### src/rtl/uart_tx_arb_if.sv
// Handshake bundle between two byte sources, the arbiter and the UART transmitter.
// The slave modport is the arbiter's view; master is the surrounding logic's view.
interface uart_tx_arb_if #(
    parameter int CNT_W = 16
);
    logic             s0_valid;
    logic [7:0]       s0_data;
    logic             s0_ready;
    logic             s1_valid;
    logic [7:0]       s1_data;
    logic             s1_ready;
    logic             tx_en;
    logic [7:0]       tx_dat;
    logic             tx_busy;
    logic             active;
    logic             grant_id;
    logic             err_tmo;
    logic [CNT_W-1:0] cnt0;
    logic [CNT_W-1:0] cnt1;

    modport slave (
        input  s0_valid, s0_data, s1_valid, s1_data, tx_busy,
        output s0_ready, s1_ready, tx_en, tx_dat, active, grant_id, err_tmo, cnt0, cnt1
    );

    modport master (
        output s0_valid, s0_data, s1_valid, s1_data, tx_busy,
        input  s0_ready, s1_ready, tx_en, tx_dat, active, grant_id, err_tmo, cnt0, cnt1
    );
endinterface

### src/rtl/uart_tx_arb.sv
// Two-source round-robin arbiter feeding one UART transmitter, with busy-timeout
// detection and per-source completed-byte counters.
//
//   state     | meaning
//   IDLE      | waiting for a valid source; ready is driven combinationally here
//   LAUNCH    | tx_en high for this one cycle, timeout counter cleared
//   WAIT_BUSY | waiting for the transmitter to raise tx_busy, timing out if it never does
//   WAIT_DONE | byte on the line; completion counted when tx_busy falls
module uart_tx_arb #(
    parameter int BUSY_TMO = 8,
    parameter int CNT_W    = 16
) (
    input  logic         clk,
    input  logic         rst_n,
    uart_tx_arb_if.slave bus
);
    typedef enum logic [1:0] {IDLE, LAUNCH, WAIT_BUSY, WAIT_DONE} state_t;

    localparam logic [7:0] TMO_LAST = 8'(BUSY_TMO - 1);

    state_t     state;
    logic       last_grant;
    logic [7:0] tmo_cnt;
    logic       any_valid;
    logic       pick1;

    // Source 1 wins when it is the only requester, or on a tie when source 0 went last.
    assign any_valid    = bus.s0_valid | bus.s1_valid;
    assign pick1        = bus.s1_valid & (~bus.s0_valid | ~last_grant);
    assign bus.s0_ready = rst_n & (state == IDLE) & bus.s0_valid & ~pick1;
    assign bus.s1_ready = rst_n & (state == IDLE) & pick1;

    always_ff @(posedge clk or negedge rst_n) begin
        if (!rst_n) begin
            state        <= IDLE;
            last_grant   <= 1'b1;
            tmo_cnt      <= 8'd0;
            bus.tx_en    <= 1'b0;
            bus.tx_dat   <= 8'h00;
            bus.active   <= 1'b0;
            bus.grant_id <= 1'b0;
            bus.err_tmo  <= 1'b0;
            bus.cnt0     <= '0;
            bus.cnt1     <= '0;
        end else begin
            bus.tx_en   <= 1'b0;
            bus.err_tmo <= 1'b0;
            case (state)
                IDLE: begin
                    if (any_valid) begin
                        bus.tx_dat   <= pick1 ? bus.s1_data : bus.s0_data;
                        bus.grant_id <= pick1;
                        bus.tx_en    <= 1'b1;
                        bus.active   <= 1'b1;
                        state        <= LAUNCH;
                    end
                end
                LAUNCH: begin
                    tmo_cnt <= 8'd0;
                    state   <= WAIT_BUSY;
                end
                WAIT_BUSY: begin
                    if (bus.tx_busy) begin
                        state <= WAIT_DONE;
                    end else begin
                        tmo_cnt <= tmo_cnt + 8'd1;
                        // Abort on the cycle the count reaches its last value, so
                        // err_tmo lands exactly BUSY_TMO cycles after tx_en.
                        if (tmo_cnt == TMO_LAST - 8'd1) begin
                            bus.err_tmo <= 1'b1;
                            bus.active  <= 1'b0;
                            state       <= IDLE;
                        end
                    end
                end
                WAIT_DONE: begin
                    if (!bus.tx_busy) begin
                        bus.active <= 1'b0;
                        last_grant <= bus.grant_id;
                        if (bus.grant_id) bus.cnt1 <= bus.cnt1 + CNT_W'(1);
                        else              bus.cnt0 <= bus.cnt0 + CNT_W'(1);
                        state <= IDLE;
                    end
                end
                default: state <= IDLE;
            endcase
        end
    end
endmodule

### src/flat_wrapper.sv
// flat-port wrapper written by rule: the top's interface ports become plain ports
module uart_tx_arb_flat 
#(
    parameter int BUSY_TMO = 8,
    parameter int CNT_W    = 16
)
  (clk, rst_n, bus_s0_valid, bus_s0_data, bus_s1_valid, bus_s1_data, bus_tx_busy, bus_s0_ready, bus_s1_ready, bus_tx_en, bus_tx_dat, bus_active, bus_grant_id, bus_err_tmo, bus_cnt0, bus_cnt1);
  uart_tx_arb_if #(.CNT_W(CNT_W)) bus_i ();
  input  logic clk;
  input  logic rst_n;
  input wire logic [$bits(bus_i.s0_valid)-1:0] bus_s0_valid;
  input wire logic [$bits(bus_i.s0_data)-1:0] bus_s0_data;
  input wire logic [$bits(bus_i.s1_valid)-1:0] bus_s1_valid;
  input wire logic [$bits(bus_i.s1_data)-1:0] bus_s1_data;
  input wire logic [$bits(bus_i.tx_busy)-1:0] bus_tx_busy;
  output wire logic [$bits(bus_i.s0_ready)-1:0] bus_s0_ready;
  output wire logic [$bits(bus_i.s1_ready)-1:0] bus_s1_ready;
  output wire logic [$bits(bus_i.tx_en)-1:0] bus_tx_en;
  output wire logic [$bits(bus_i.tx_dat)-1:0] bus_tx_dat;
  output wire logic [$bits(bus_i.active)-1:0] bus_active;
  output wire logic [$bits(bus_i.grant_id)-1:0] bus_grant_id;
  output wire logic [$bits(bus_i.err_tmo)-1:0] bus_err_tmo;
  output wire logic [$bits(bus_i.cnt0)-1:0] bus_cnt0;
  output wire logic [$bits(bus_i.cnt1)-1:0] bus_cnt1;
  assign bus_i.s0_valid = bus_s0_valid;
  assign bus_i.s0_data = bus_s0_data;
  assign bus_i.s1_valid = bus_s1_valid;
  assign bus_i.s1_data = bus_s1_data;
  assign bus_i.tx_busy = bus_tx_busy;
  assign bus_s0_ready = bus_i.s0_ready;
  assign bus_s1_ready = bus_i.s1_ready;
  assign bus_tx_en = bus_i.tx_en;
  assign bus_tx_dat = bus_i.tx_dat;
  assign bus_active = bus_i.active;
  assign bus_grant_id = bus_i.grant_id;
  assign bus_err_tmo = bus_i.err_tmo;
  assign bus_cnt0 = bus_i.cnt0;
  assign bus_cnt1 = bus_i.cnt1;
  uart_tx_arb #(.BUSY_TMO(BUSY_TMO), .CNT_W(CNT_W)) u_core (.clk(clk), .rst_n(rst_n), .bus(bus_i));
endmodule
### config.mk
export PLATFORM = sky130hd
export DESIGN_NAME = uart_tx_arb_flat
export DESIGN_NICKNAME = d
export VERILOG_FILES = /design/src/rtl/uart_tx_arb_if.sv /design/src/rtl/uart_tx_arb.sv /design/src/flat_wrapper.sv
export SDC_FILE = /design/constraint.sdc
export NUM_CORES = 1
export LEC_CHECK = 0
export CORE_MARGIN = 2
export CORE_UTILIZATION = 50
export CTS_BUF_LIST = sky130_fd_sc_hd__clkbuf_8
export CTS_CLUSTER_DIAMETER = 30
export DETAILED_ROUTE_END_ITERATION = 7
export PLACE_DENSITY_LB_ADDON = 0.12
export SLEW_MARGIN = 5
export SYNTH_ARGS = -nofsm -noshare
export SYNTH_HDL_FRONTEND = slang
export SYNTH_SLANG_ARGS = --single-unit
### constraint.sdc
create_clock -name clk -period 1.9 [get_ports clk]
set_input_delay 0.19 -clock clk [delete_from_list [all_inputs] [get_ports clk]]
set_output_delay 0.19 -clock clk [all_outputs]
set_load 0.02 [all_outputs]
==> impl_metrics.env <==
export IMPL_grt_max_degree=56
export IMPL_synthCells=230
export IMPL_row_count=25
export IMPL_synth_most_common_cell="dfrtp_1"
export IMPL_die_h_um=75.3
export IMPL_synth_compound_area_frac=0.0482
export IMPL_synth_xor_area_frac=0.103
export IMPL_dpl_cell_area_um2=3310
export IMPL_ys_warn_count=0
export IMPL_cp_buffers_inverters=1
export IMPL_synth_edf_count=0
export IMPL_fillerInstances=378
export IMPL_reg2reg_slack_ps=250
export IMPL_synth_top_family_by_area="simple AND/OR/NAND/NOR gates"
export IMPL_fin_crit_sh=0.900
export IMPL_use_met3=0.0489
export IMPL_setup_viol=0
export IMPL_synth_common_cells="dfrtp_1, nand2_1, xnor2_1"
export IMPL_gp_congestion=0.852
export IMPL_postRouteAntennaNets=0
export IMPL_synthFlopType="dfrtp_1"
export IMPL_antenna_found_initial=0
export IMPL_grt_pass1_vias=1824
export IMPL_vias=1924
export IMPL_crit_type="flip-flop to output port"
export IMPL_ys_seq_area_frac=0.542
export IMPL_numPortBuffers=66
export IMPL_grt_pass1_wl_mm=8.27
export IMPL_syn_nets=255
export IMPL_grt_overflow_total=0
export IMPL_yosys_register_bits=55
export IMPL_core_region_area_um2=4820
export IMPL_hold_buffers=0
export IMPL_cts_sinks=55
export IMPL_top_level_ports=67
export IMPL_syn2layout_area_growth_pct=35.2
export IMPL_cpPeakStageDelay_ps=430
export IMPL_finalMaxSlewViolations=0
export IMPL_numCtsBuffers=5
export IMPL_leakage_nw=1.55
export IMPL_yosys_area_share_simple=0.218
export IMPL_r2r_start="u_core.tmo_cnt[0]"
export IMPL_die_area_um2=5670
export IMPL_path_delay_family="flip-flops"
export IMPL_power_density_nw_per_um2=1150
export IMPL_yosysTopAreaCell="dfrtp_1"
export IMPL_fin_crit_ps=1710
export IMPL_cp_slowest_cell="dfrtp_1"
export IMPL_slew_headroom=0.561
export IMPL_antenna_cells=0
export IMPL_synthAdderAreaFrac=0.0197
export IMPL_avgSynthCellArea_um2=11.1
export IMPL_routed_wl_mm=4.99
export IMPL_place_inst=364
export IMPL_synthMuxAreaShare=0.0516
export IMPL_synth_cell_type_count=37
export IMPL_clk_latency_ps=310
export IMPL_postCtsSetupBuffers=0
export IMPL_htree_levels=2
export IMPL_start_util=0.528
export IMPL_ir_drop_uv=716
export IMPL_skew_ps=3.57
export IMPL_fin_cells=372
export IMPL_worstPathMaxFanout=5
export IMPL_final_hold_viol_count=0
export IMPL_routed_via_density=5.17
export IMPL_dpl_hpwl_mm=3.64
export IMPL_rsz0062_at_grt="no"
export IMPL_final_cell_area_um2=3440
export IMPL_async_reset_ff_frac=1.00
export IMPL_tns_ps=0
export IMPL_cts_max_path_buffers=2
export IMPL_synth_top_cell_area_share=0.531
export IMPL_worstSetupStartpointType="flip-flop"
export IMPL_syn_area_um2=2540
export IMPL_nNetsFinal=329
export IMPL_die_width_um=75.3
export IMPL_clkTransAtPathRegs_ps=90
export IMPL_endpoint_kind="output port"
export IMPL_cts_tree="yes"
export IMPL_clockRootBuffer="clkbuf_8"
export IMPL_routedWlPerCell_um=13.4
export IMPL_crit_arrival_ps=1520
export IMPL_grt_util_met2=0.316
export IMPL_drt_iter0_markers=78
export IMPL_status="completed"
export IMPL_max_cap_viol_count=0
export IMPL_grt_usage=0.193
export IMPL_drive_gt1_frac=0.0885
export IMPL_met1_usage=0.250
export IMPL_worstMarginPinSlew_ps=658
export IMPL_r2r_cells=6
export IMPL_max_freq_mhz=585
export IMPL_hold_path_class="input pin to asynchronous set/reset pin"
export IMPL_drc=0
export IMPL_drtPass1Iterations=4
export IMPL_crit_path_cell_trace="nor2_2 -> nand3_1 -> nor2_1 -> dlygate4sd2_1"
export IMPL_r2r_end="u_core.bus.active"
export IMPL_grt_busiest_layer="met2"
export IMPL_synth_area_top_cells="dfrtp_1, xnor2_1, mux2i_1"
export IMPL_cts_resized=3
export IMPL_cp_required_ps=1710
## logic make-up after synthesis
| family | count (synthesis) |
|---|---|
| AOI/OAI and AO/OA | 22 |
| xor gates and xnor gates | 30 |
| adders and majority gates | 4 |
| buffers and inverters | 10 |
| DFF | 55 |
| muxes | 13 |
| and+or+nand+nor | 96 |
## how the worst max path moves through the flow
stage                                  start                  end  slack (ps)  cells past startpoint
after floorplan           u_core.bus.cnt0[3]  u_core.bus.cnt0[15]         330                      4
final                        u_core.state[1]         bus_s0_ready         190                      4
after detailed placement        bus_s1_valid         bus_s1_ready          20                      4
after CTS                    u_core.state[1]         bus_s0_ready         200                      4
after global routing       u_core.tmo_cnt[0]    u_core.bus.active         100                      6
after global placement          bus_s1_valid         bus_s1_ready          70                      4
## layout make-up
type	instances	area, um2	share of cell area
Tap cell	67	83.8	0.0244
Timing Repair Buffer	73	706	0.205
Clock inverter	3	63.8	0.0186
Sequential cell	55	1380	0.401
Clock buffer	5	68.8	0.0200
Multi-Input combinational cell	165	1120	0.327
Inverter	4	15.0	0.00437
## flip-flops by register name (all words and copies together), names as in the netlist
name,count
u_core.bus.active,1
u_core.bus.cnt0,16
u_core.bus.cnt1,16
u_core.bus.err_tmo,1
u_core.bus.grant_id,1
u_core.bus.tx_dat,8
u_core.bus.tx_en,1
u_core.last_grant,1
u_core.state,2
u_core.tmo_cnt,8
## layout by cell type (no fill, tap or decap), drive strengths merged, types with 3 or more instances in the layout
master	synthesis	layout
ha	4	4
mux2i	12	12
o21ai	8	8
buf	4	8
nor2	20	20
nor4	3	3
a21oi	8	8
nand4	9	9
xor2	8	8
and3	5	5
clkbuf	2	5
nand2	30	30
inv	4	5
dfrtp	54	54
nand3	15	15
xnor2	22	22
clkdlybuf4s50	0	63
## metrics by stage
step	total power, mW	hold slack, ps	worst slack (ps)	utilization
floorplan	2.43	-106	335	-
global placement	3.05	414	67.5	0.686
detailed placement	3.09	416	15.7	0.686
CTS	3.99	75.1	196	0.714
global route	4.19	120	103	0.714
finish	3.95	55.7	190	0.714
## layer usage
metal,vias up,part of all wire
met5,-,0
met4,0,0.012
met3,5,0.045
met2,45,0.49
met1,932,0.45
li1,942,-
## report_power, final
part | leakage [nW] | switching (mW) | internal [mW]
clock network | 0.0695 | 0.374 | 0.521
registers | 0.719 | 0.229 | 1.42
logic | 0.764 | 0.743 | 0.661
No activity file was read; power rests on OpenSTA's default activity.
